`config.mk`:
```
export PLATFORM = sky130hd
export DESIGN_NAME = decodificador_n_seq
export DESIGN_NICKNAME = d
export VERILOG_FILES = /design/src/rtl/decodificador_n_seq_pkg.sv /design/src/rtl/decodificador_n_comb.sv /design/src/rtl/decodificador_n_seq.sv
export SDC_FILE = /design/constraint.sdc
export NUM_CORES = 1
export LEC_CHECK = 0
export ABC_AREA = 0
export ABC_CLOCK_PERIOD_IN_PS = 2050
export CAP_MARGIN = 10
export CORE_UTILIZATION = 45
export DETAILED_ROUTE_END_ITERATION = 7
export GPL_ROUTABILITY_DRIVEN = 0
export HOLD_SLACK_MARGIN = 0.03
export PLACE_DENSITY_LB_ADDON = 0.05
export SYNTH_ARGS = -nofsm -noshare
export SYNTH_HDL_FRONTEND = slang
export SYNTH_SLANG_ARGS = --single-unit
export TNS_END_PERCENT = 100
```
`constraint.sdc`:
```
create_clock -name clk -period 2.05 [get_ports clk]
set_clock_uncertainty 0.15 [all_clocks]
set_input_delay 0.205 -clock clk [delete_from_list [all_inputs] [get_ports clk]]
set_output_delay 0.205 -clock clk [all_outputs]
set_load 0.02 [all_outputs]
```
`src/rtl/decodificador_n_seq_pkg.sv`:
```
// Shared definitions for the sequential one-hot decoder: mode codes and FSM state encodings.
package decodificador_n_seq_pkg;

  typedef enum logic [1:0] {
    MODO_DIRETO = 2'b00,
    MODO_PULSO  = 2'b01,
    MODO_VARRE  = 2'b10,
    MODO_RES    = 2'b11
  } modo_e;

  typedef enum logic [1:0] {
    EST_OCIOSO = 2'b00,
    EST_PULSO  = 2'b01,
    EST_VARRE  = 2'b10
  } estado_e;

endpackage

```
`src/rtl/decodificador_n_comb.sv`:
```
// Purely combinational N-to-2^N one-hot decoder; supplies the load value for the sequencer.
module decodificador_n_comb #(
  parameter int N = 2
) (
  input  logic [N-1:0]      A,
  output logic [(2**N)-1:0] Y
);

  // Set exactly the bit addressed by A.
  always_comb begin
    Y    = {(2**N){1'b0}};
    Y[A] = 1'b1;
  end

endmodule

```
`src/rtl/decodificador_n_seq.sv`:
```
// Registered one-hot decoder with request handshake and held, timed-strobe and walking-scan modes.
module decodificador_n_seq
  import decodificador_n_seq_pkg::*;
#(
  parameter int N          = 2,
  parameter int LARG_PULSO = 1
) (
  input  logic               clk,
  input  logic               rst_n,
  input  logic [N-1:0]       A,
  input  logic [1:0]         modo,
  input  logic               en,
  input  logic               limpa,
  output logic               pronto,
  output logic [(2**N)-1:0]  Y,
  output logic               Y_valido,
  output logic               erro
);

  localparam int M    = 2**N;
  localparam int CP_W = $clog2(LARG_PULSO + 1);
  localparam int CV_W = N + 1;

  estado_e          est_r, est_nxt_s;
  logic [M-1:0]     y_r, y_nxt_s, carga_s;
  logic             erro_r, erro_nxt_s;
  logic             pronto_r, pronto_nxt_s;
  logic [CP_W-1:0]  cnt_pulso_r, cnt_pulso_nxt_s;
  logic [CV_W-1:0]  cnt_varre_r, cnt_varre_nxt_s;

  decodificador_n_comb #(.N(N)) u_comb (
    .A (A),
    .Y (carga_s)
  );

  // Next-state and output computation; limpa overrides any request or activity.
  always_comb begin
    est_nxt_s       = est_r;
    y_nxt_s         = y_r;
    erro_nxt_s      = 1'b0;
    cnt_pulso_nxt_s = cnt_pulso_r;
    cnt_varre_nxt_s = cnt_varre_r;
    if (limpa) begin
      est_nxt_s       = EST_OCIOSO;
      y_nxt_s         = {M{1'b0}};
      cnt_pulso_nxt_s = {CP_W{1'b0}};
      cnt_varre_nxt_s = {CV_W{1'b0}};
    end else begin
      case (est_r)
        EST_OCIOSO: begin
          if (en) begin
            case (modo_e'(modo))
              MODO_DIRETO: begin
                y_nxt_s = carga_s;
              end
              MODO_PULSO: begin
                // Loaded with LARG_PULSO-1 so Y stays high for exactly LARG_PULSO cycles.
                y_nxt_s         = carga_s;
                cnt_pulso_nxt_s = CP_W'(LARG_PULSO - 1);
                est_nxt_s       = EST_PULSO;
              end
              MODO_VARRE: begin
                y_nxt_s         = carga_s;
                cnt_varre_nxt_s = CV_W'(M - 1);
                est_nxt_s       = EST_VARRE;
              end
              default: begin
                y_nxt_s    = {M{1'b0}};
                erro_nxt_s = 1'b1;
              end
            endcase
          end else begin
            y_nxt_s = y_r;
          end
        end
        EST_PULSO: begin
          if (cnt_pulso_r == {CP_W{1'b0}}) begin
            y_nxt_s   = {M{1'b0}};
            est_nxt_s = EST_OCIOSO;
          end else begin
            cnt_pulso_nxt_s = cnt_pulso_r - CP_W'(1);
          end
        end
        EST_VARRE: begin
          if (cnt_varre_r == {CV_W{1'b0}}) begin
            y_nxt_s   = {M{1'b0}};
            est_nxt_s = EST_OCIOSO;
          end else begin
            y_nxt_s         = {y_r[M-2:0], y_r[M-1]};
            cnt_varre_nxt_s = cnt_varre_r - CV_W'(1);
          end
        end
        default: begin
          est_nxt_s       = EST_OCIOSO;
          y_nxt_s         = {M{1'b0}};
          cnt_pulso_nxt_s = {CP_W{1'b0}};
          cnt_varre_nxt_s = {CV_W{1'b0}};
        end
      endcase
    end
    pronto_nxt_s = (est_nxt_s == EST_OCIOSO);
  end

  // State, output and counter registers with asynchronous reset.
  always_ff @(posedge clk or negedge rst_n) begin
    if (!rst_n) begin
      est_r       <= EST_OCIOSO;
      y_r         <= {M{1'b0}};
      erro_r      <= 1'b0;
      pronto_r    <= 1'b1;
      cnt_pulso_r <= {CP_W{1'b0}};
      cnt_varre_r <= {CV_W{1'b0}};
    end else begin
      est_r       <= est_nxt_s;
      y_r         <= y_nxt_s;
      erro_r      <= erro_nxt_s;
      pronto_r    <= pronto_nxt_s;
      cnt_pulso_r <= cnt_pulso_nxt_s;
      cnt_varre_r <= cnt_varre_nxt_s;
    end
  end

  assign Y        = y_r;
  assign Y_valido = |y_r;
  assign erro     = erro_r;
  assign pronto   = pronto_r;

endmodule

```
==> summary.txt, run 1 <==
Floorplanning
  • IO Pins: 15
  • Die Y: 40.8 µm
  • Die Area: 0.00166 mm²
  • Initial core utilization: 50.0%
  • Core region area: 0.00135 mm²
  • FP Rows: 13
  • Die Wd: 40.8 µm

Power and ir drop
  • Worst vdd ir: 357 µV
  • Power Dens Cells: 609 mW/mm²
  • Power share of the sequential group: 46.5%
  • Switching share of total power: 28.2%
  • Pleak: 0.385 nW
  • Comb pwr share: 24.7%
  • Clock Power Share: 28.9%
  • Internal power: 367 µW
  • NetSw: 144 µW

Detailed routing
  • Final WL: 1.19 mm
  • Post-route ant nets: 0
  • Vias per inst: 5.16
  • 1st-iter DRT viols: 15
  • DR pass1 iterations: 4
  • DR WL/cell: 11.8 µm
  • Routed via count: 521
  • Post-route DRC: 0

Synth
  • Synth Warn #: 0
  • Synthesized area: 676 µm²
  • Synth Instances: 71
  • Synth Area per Inst: 9.52 µm²
  • Syn Nets: 84
  • Unique masters post-synth: 31
  • Synthesis-stage register bit count: 11
  • Post-synthesis sequential area ratio: 40.9%

Placement
  • I/O Buffers: 14
  • Placed Cells: 97
  • Post-place setup slack: 0.258 ns
  • Post-DP HPWL: 908 µm

Worst setup path
  • Worst setup EP type: output pin
  • Worst-path fanout max: 4
  • Crit path buffers/inverters: 1
  • CP startpoint kind: register
  • Critical Path AT: 1.50 ns
  • Setup CP Type: register to output pin
  • Critical-path top delay cell: or4_1
  • Slowest stage delay, CP: 0.51 ns
  • Kind of cell adding the most delay to the critical path: simple AND/OR/NAND/NOR gates
  • Critical path required time: 1.69 ns
  • Cell Chain, Critical Path: or4_1 > dlygate4sd2_1

GRT
  • Total GRT Usage: 18.3%
  • Pin count of the biggest net entering global routing: 12
  • Vias in the first global route: 435
  • Initial antenna violation count: 0
  • First-pass GRT wire length: 1.90 mm
  • GRT overflow: 0

STA
  • Achievable Freq: 0.540 GHz
  • Relative max-transition margin: 67.7%
  • Final WS setup: 0.197 ns
  • Setup TNS: 0 ns
  • Hold Violations, Final: 0
  • Worst-Margin Slew: 0.483 ns
  • Final number of setup-violating endpoints: 0
  • Final critical-path required period: 1.85 ns
  • Final worst-path cycle share: 90.4%
  • Hold WS: 0.116 ns
  • Pins Over Slew Limit: 0
  • Unrepaired setup endpoints after global routing: no

Clock tree
  • Clock root buffer: clkbuf_4
  • Max Root-Sink Buffers: 2
  • Number of setup buffers added after CTS: 0
  • Hold Buf Count CTS: 0
  • Clock-pin slew on the worst setup and hold paths: 0.07 ns
  • Num CTS Buffers: 3
  • H-tree depth: 1
  • Clock Sinks: 11
  • Worst-Skew Late Latency: 0.26 ns
  • CTS tree: built

Cells and area
  • Inserted Diodes: 0
  • Fin util: 62.2%
  • # nets final: 100
  • Layout cell share with drive strength beyond 1: 8.14%
  • Layout area overhead: 24.3%
  • Non-Filler Instances: 101
  • FILL cells: 122

Run
  • Max cap viols: 0

Hold path
  • Hold WC Path Type: primary input to asynchronous set/reset pin

Outcome
  • Run status: finished, final reports clean
==> cell usage after synthesis, drive strengths merged <==
master	instances	area, µm²
dfrtp	10	250
nor2	9	33.8
ha	5	62.6
nand2	5	18.8
o21ai	5	25.0
inv	4	15.0
nor3	4	25.0
a21oi	3	15.0
a22oi	2	15.0
and3b	2	17.5
buf	2	16.3
mux2i	2	20.0
nor2b	2	12.5
nor3b	2	26.3
o22a	2	17.5
a32oi	1	8.76
and2	1	6.26
and2b	1	7.51
clkbuf	1	3.75
dfstp	1	26.3
mux2	1	11.3
nand2b	1	6.26
nor4	1	6.26
o21a	1	7.51
o21bai	1	7.51
or2	1	6.26
or4	1	7.51
==> cell type report <==
| class | count | area [µm²] | area share, % |
|---|---|---|---|
| inverters | 4 | 15.0 | 1.79 |
| multi-input cells | 53 | 364 | 43.4 |
| flip-flops and latches | 11 | 277 | 32.9 |
| well taps | 15 | 18.8 | 2.24 |
| clock buffers | 4 | 26.3 | 3.13 |
| repair buffers | 14 | 139 | 16.5 |
==> cell families after synthesis <==
group                    count (synthesis)  share of synthesized area, %
flip-flops                              11                          40.9
AND/OR/NAND/NOR                         30                          25.7
multiplexers                             3                          4.63
adder cells (fa/ha/maj)                  5                          9.26
buffers and inverters                    7                          5.18
AO/OA/AOI/OAI                           15                          14.3
==> placed cells by master (no fill, tap or decap), types with 2 or more instances in the layout <==
cell             count
a21oi_1              3
a22oi_1              2
and3b_1              2
clkbuf_4             3
clkdlybuf4s50_1     13
dfrtp_1             10
ha_1                 5
inv_1                4
mux2i_1              2
nand2_1              5
nor2_1               9
nor2b_1              2
nor3_1               3
o21ai_0              2
o21ai_1              3
o22a_1               2
==> state kept, by name, summed over array words and instances, names as in the netlist <==
register,cells
erro,1
cnt_varre_r,3
Y,4
est_r,2
pronto,1
==> worst reg2reg max path: cells and delay by family, from the launching register on <==
family          cells  cell delay [ns]
simple gates        2             0.49
compound gates      2             0.27
fa+ha+maj           1             0.21
buf+inv             1             0.08
flops               1             0.39
==> path summary, 6_finish.rpt <==
path | startpoint | end | cells after the start | slack, ns
max | Y[0] | Y_valido | 2 | 0.20
min reg2reg | Y[0] | Y[0] | 2 | 0.38
max in group asynchronous | rst_n | pronto | 1 | 1.29
min | rst_n | erro | 1 | 0.12
max reg2reg | cnt_varre_r[0] | Y[1] | 6 | 0.39
min in group clk | Y[0] | Y[0] | 2 | 0.38
==> through the flow <==
stage,area [µm²],power [mW]
6_report,840,0.511
4_1_cts,840,0.520
5_1_grt,840,0.548
3_3_place_gp,815,0.371
3_5_place_dp,815,0.371
2_1_floorplan,676,0.327
==> routing by layer <==
layer | part of all wire [%] | track usage, % | up-vias | wire [µm]
li1 | - | - | 279 | -
met1 | 55 | 25.2 | 227 | 657
met2 | 40 | 25.4 | 13 | 471
met3 | 4.1 | 6.52 | 2 | 49
met4 | 1.1 | 7.50 | 0 | 13
met5 | 0 | 0 | - | 0
==> power by group through the flow <==
stage | Combinational, mW | Sequential (mW) | Clock (mW)
global placement | 0.129 | 0.242 | 0
finish | 0.126 | 0.238 | 0.148
detailed placement | 0.129 | 0.242 | 0
floorplan | 0.0815 | 0.245 | 0
global route | 0.144 | 0.239 | 0.165
CTS | 0.128 | 0.238 | 0.155
==> timing repair <==
action	CTS	global route
gates resized for setup	1	0
setup endpoints to repair	1	0
hold endpoints to repair	0	0
No activity file was read; power rests on OpenSTA's default activity.
==> run 2: changes to the inputs <==
--- a/config.mk
+++ b/config.mk
@@ -13,6 +13,7 @@
 export GPL_ROUTABILITY_DRIVEN = 0
 export HOLD_SLACK_MARGIN = 0.03
 export PLACE_DENSITY_LB_ADDON = 0.05
+export REMOVE_ABC_BUFFERS = 1
 export SYNTH_ARGS = -nofsm -noshare
 export SYNTH_HDL_FRONTEND = slang
 export SYNTH_SLANG_ARGS = --single-unit
==> summary.txt, run 2 (synthesis gave the netlist of run 1 again) <==
Detailed routing
  • Post-route DRC: 0
  • 1st-iter DRT viols: 4
  • Final WL: 1.30 mm
  • DR pass1 iterations: 4
  • Routed via count: 550
  • Vias per inst: 5.45
  • DR WL/cell: 12.9 µm
  • Post-route ant nets: 0

Worst setup path
  • Critical path required time: 1.69 ns
  • Critical Path AT: 1.51 ns
  • Worst setup EP type: output pin
  • Worst r2r src: cnt_varre_r[0]
  • Slowest stage delay, CP: 0.51 ns
  • Reg2reg path depth: 6
  • Worst-path fanout max: 4
  • Cell Chain, Critical Path: or4_1 > dlygate4sd2_1
  • R2R Setup Slk: 0.40 ns
  • Worst reg2reg path endpoint: Y[2]
  • CP startpoint kind: register
  • Critical-path top delay cell: or4_1
  • Setup CP Type: register to output pin

Cells and area
  • Layout area overhead: 24.3%
  • Commonest non-fill, non-tap cell in the layout: clkdlybuf4s50_1
  • Inserted Diodes: 0
  • Fin util: 62.2%
  • Layout cell share with drive strength beyond 1: 8.14%
  • Most frequent cells in the layout: clkdlybuf4s50_1, dfrtp_1, nor2_1
  • Final Cell Area: 840 µm²
  • FILL cells: 129
  • # nets final: 100
  • Max reg flops: 4

GRT
  • Total GRT Usage: 19.8%
  • First-pass GRT wire length: 2.05 mm
  • Initial antenna violation count: 0
  • GRT overflow: 0
  • Pin count of the biggest net entering global routing: 12
  • Vias in the first global route: 476

Floorplanning
  • Die Wd: 40.8 µm
  • Initial core utilization: 50.0%
  • IO Pins: 15
  • Die Area: 0.00166 mm²
  • Core region area: 0.00135 mm²
  • FP Rows: 13
  • Die Y: 40.8 µm

Hold path
  • Hold WC Path Type: primary input to asynchronous set/reset pin

STA
  • Final worst-path cycle share: 91.2%
  • Pins Over Slew Limit: 0
  • Relative max-transition margin: 66.7%
  • Worst-Margin Slew: 0.495 ns
  • Hold Violations, Final: 0
  • Setup TNS: 0 ns
  • Achievable Freq: 0.535 GHz
  • Unrepaired setup endpoints after global routing: no
  • Final number of setup-violating endpoints: 0
  • Final critical-path required period: 1.87 ns

Clock tree
  • Hold Buf Count CTS: 0
  • Clock Sinks: 11
  • Num CTS Buffers: 3
  • Clock root buffer: clkbuf_4
  • H-tree depth: 1
  • Worst-Skew Late Latency: 0.26 ns
  • CTS tree: built
  • Clock-pin slew on the worst setup and hold paths: 0.07 ns
  • Max Root-Sink Buffers: 2

Outcome
  • Run status: finished, final reports clean

Placement
  • Post-DP HPWL: 990 µm
  • Placed Area: 815 µm²
  • I/O Buffers: 14

Power and ir drop
  • Worst vdd ir: 415 µV
  • Power Dens Cells: 608 mW/mm²
  • Pleak: 0.385 nW
  • Final Power: 510 µW

Run
  • Max cap viols: 0
-- run 2: cell counts in the layout (fill, tap and decap cells not counted) --
Identical to the previous run, type by type.
-- run 2: worst max-delay path by stage --
| stage | startpoint | to | cells past startpoint |
|---|---|---|---|
| CTS | Y[0] | Y_valido | 2 |
| finish | Y[0] | Y_valido | 2 |
| detailed placement | Y[0] | Y_valido | 2 |
| global route | Y[0] | Y_valido | 2 |
| global placement | Y[0] | Y_valido | 2 |
| floorplan | cnt_varre_r[0] | Y[1] | 6 |
-- run 2: layout make-up --
type / instances / area (µm²) / share of cell area (%)
clock buffers: 4 / 26.3 / 3.13
inverters: 4 / 15.0 / 1.79
multi-input cells: 53 / 364 / 43.4
flip-flops and latches: 11 / 277 / 32.9
well taps: 15 / 18.8 / 2.24
repair buffers: 14 / 139 / 16.5
-- run 2: layer usage --
metal / global-route usage (%) / routed length, µm / up-vias
li1: - / - / 279
met1: 28.5 / 675 / 259
met2: 25.8 / 576 / 10
met3: 6.52 / 33 / 2
met4: 10.0 / 14 / 0
met5: 0 / 0 / -
-- run 2: critical path: cells and delay by family (launching register included) --
family	cells	cell delay, ns
AND/OR/NAND/NOR	1	0.51
flip-flops	1	0.41
buffers and inverters	1	0.33
-- run 2: power by group --
group / switching [mW] / internal (mW) / leakage, nW / total (mW)
Clock: 0.0701 / 0.0752 / 0.0150 / 0.145
Sequential: 0.00977 / 0.228 / 0.147 / 0.238
Combinational: 0.0629 / 0.0640 / 0.222 / 0.127
-- run 2: what timing repair did --
| action | 4_1_cts | 5_1_grt |
|---|---|---|
| setup buffers | 0 | 0 |
| resized for setup | 1 | 0 |
| endpoints found under the setup margin | 1 | 0 |
-- run 2: metrics by stage --
stage                     cells  setup slack (ns)  hold slack [ns]
after floorplan              68             0.586           -0.241
after global placement       97             0.261            0.364
after detailed placement     97             0.246            0.385
after CTS                   101             0.178            0.140
after global routing        101             0.127            0.161
final                       101             0.181            0.121
==> run 3: changes to the inputs <==
--- a/config.mk
+++ b/config.mk
@@ -5,7 +5,7 @@
 export SDC_FILE = /design/constraint.sdc
 export NUM_CORES = 1
 export LEC_CHECK = 0
-export ABC_AREA = 0
+export ABC_AREA = 1
 export ABC_CLOCK_PERIOD_IN_PS = 2050
 export CAP_MARGIN = 10
 export CORE_UTILIZATION = 45
==> summary.txt, run 3 <==
Outcome
  • Run status: finished, final reports clean

Detailed routing
  • Final WL: 1.40 mm
  • DR WL/cell: 10.8 µm
  • Vias per inst: 4.82
  • Post-route ant nets: 0
  • 1st-iter DRT viols: 14
  • DR pass1 iterations: 4
  • Post-route DRC: 0
  • Routed via count: 627

STA
  • Relative max-transition margin: 64.7%
  • Hold Violations, Final: 0
  • Setup TNS: 0 ns
  • Final worst-path cycle share: 85.1%
  • Final number of setup-violating endpoints: 0
  • Final critical-path required period: 1.74 ns
  • Unrepaired setup endpoints after global routing: no
  • Worst-Margin Slew: 0.528 ns
  • Achievable Freq: 0.573 GHz
  • Pins Over Slew Limit: 0
  • Final WS setup: 0.305 ns

Worst setup path
  • Cell Chain, Critical Path: inv_1 > nand4_1 > clkdlybuf4s50_1
  • Critical Path AT: 1.39 ns
  • R2R Setup Slk: 0.62 ns
  • Critical path required time: 1.69 ns
  • Worst setup EP type: output pin
  • Setup CP Type: register to output pin
  • CP startpoint kind: register
  • Critical-path top delay cell: clkdlybuf4s50_1
  • Slowest stage delay, CP: 0.60 ns
  • Worst-path fanout max: 3

Clock tree
  • H-tree depth: 1
  • CTS tree: built
  • Num CTS Buffers: 3
  • Post-CTS Resized: 0
  • Clock root buffer: clkbuf_4
  • Hold Buf Count CTS: 0
  • Max Root-Sink Buffers: 2
  • Number of setup buffers added after CTS: 0
  • Clock-pin slew on the worst setup and hold paths: 0.07 ns
  • Worst-Skew Late Latency: 0.26 ns
  • Clock Sinks: 11

Hold path
  • Hold WC Path Type: primary input to asynchronous set/reset pin

Synth
  • Synth top cells by count: nand2_1, inv_1, dfrtp_1, inv_2, nor2_1
  • Top-area cell type share of the netlist area: 34.4%
  • Synthesis-stage register bit count: 11
  • Cell taking the most area after synthesis: dfrtp_1
  • Post-synthesis sequential area ratio: 38.0%
  • Async SR Flop Fraction: 100%
  • Cell with the most instances after synthesis: nand2_1
  • Synth Flop Type: dfrtp_1
  • Main area contributors after synthesis: dfrtp_1, nand2_1, ha_1
  • Post-synth EDFFs: 0
  • Unique masters post-synth: 19
  • Synth Warn #: 0
  • Synth Instances: 96
  • Synthesized area: 727 µm²
  • Synth Area per Inst: 7.57 µm²

Floorplanning
  • Initial core utilization: 48.3%
  • Core region area: 0.00151 mm²
  • Die Area: 0.00178 mm²
  • Die Wd: 42.2 µm
  • Die Y: 42.2 µm
  • IO Pins: 15
  • FP Rows: 14

Run
  • Max cap viols: 0

GRT
  • Initial antenna violation count: 0
  • GRT overflow: 0
  • Pin count of the biggest net entering global routing: 12
  • Vias in the first global route: 604
  • Total GRT Usage: 18.3%
  • First-pass GRT wire length: 2.50 mm

Power and ir drop
  • Pleak: 0.468 nW
  • Power Dens Cells: 572 mW/mm²
  • Worst vdd ir: 322 µV

Cells and area
  • Layout cell share with drive strength beyond 1: 17.5%
  • Most frequent cells in the layout: nand2_1, inv_1, clkdlybuf4s50_1
  • Max reg flops: 4
  • Non-Filler Instances: 130
  • # nets final: 128
  • Inserted Diodes: 0
  • Fin util: 60.6%
  • Layout area overhead: 25.6%
  • Commonest non-fill, non-tap cell in the layout: nand2_1

Placement
  • I/O Buffers: 14
  • Placed Cells: 126
  • Post-DP HPWL: 1.10 mm
  • Post-place setup slack: 0.332 ns
## run 3: changes by cell type in the layout (fill, tap and decap cells not counted), moves of 5 or more
cell,delta
inv_1,+11
inv_2,+6
nand2_1,+21
nand3_1,+5
nand4_1,+5
## run 3: stage by stage
step / area (µm²) / power [mW] / hold slack, ns
global route: 913 / 0.557 / 0.166
finish: 913 / 0.522 / 0.134
CTS: 913 / 0.533 / 0.146
detailed placement: 887 / 0.381 / 0.321
floorplan: 727 / 0.327 / -0.241
global placement: 887 / 0.379 / 0.308
## run 3: per-layer routing
metal	track usage [%]	part of all wire (%)	up-vias	wire length [µm]
met5	0	0	-	0
met4	7.50	0	0	0
met3	2.59	4.3	0	60
met2	29.2	46	14	643
met1	24.9	50	281	700
li1	-	-	332	-
## run 3: logic make-up after synthesis
logic type | synth area share (%)
simple gates | 36.1
buf+inv | 11.4
flops | 38.0
compound gates | 5.85
fa+ha+maj | 8.61
## run 3: report_power, final
group	switching, mW	internal, mW	leakage, nW	total [mW]
Combinational	0.0788	0.0566	0.308	0.135
Clock	0.0722	0.0752	0.0150	0.147
Sequential	0.00912	0.231	0.145	0.240
## run 3: path summary, 6_finish.rpt
check	from	to	depth (start not counted)
min	rst_n	cnt_varre_r[2]	1
max reg2reg	cnt_varre_r[0]	Y[0]	7
min reg2reg	cnt_varre_r[1]	cnt_varre_r[1]	2
min in group clk	cnt_varre_r[1]	cnt_varre_r[1]	2
max in group asynchronous	rst_n	pronto	1
max	Y[1]	Y_valido	3
## run 3: layout make-up
type	count	area, µm²
multi-input cells	63	368
repair buffers	14	140
fillers	151	593
inverters	22	82.6
well taps	16	20.0
clock buffers	4	26.3
flip-flops and latches	11	277
## run 3: critical path, delay by kind of cell (launching register included)
family	cells	cell delay [ns]
buf+inv	2	0.66
simple gates	1	0.09
flops	1	0.37
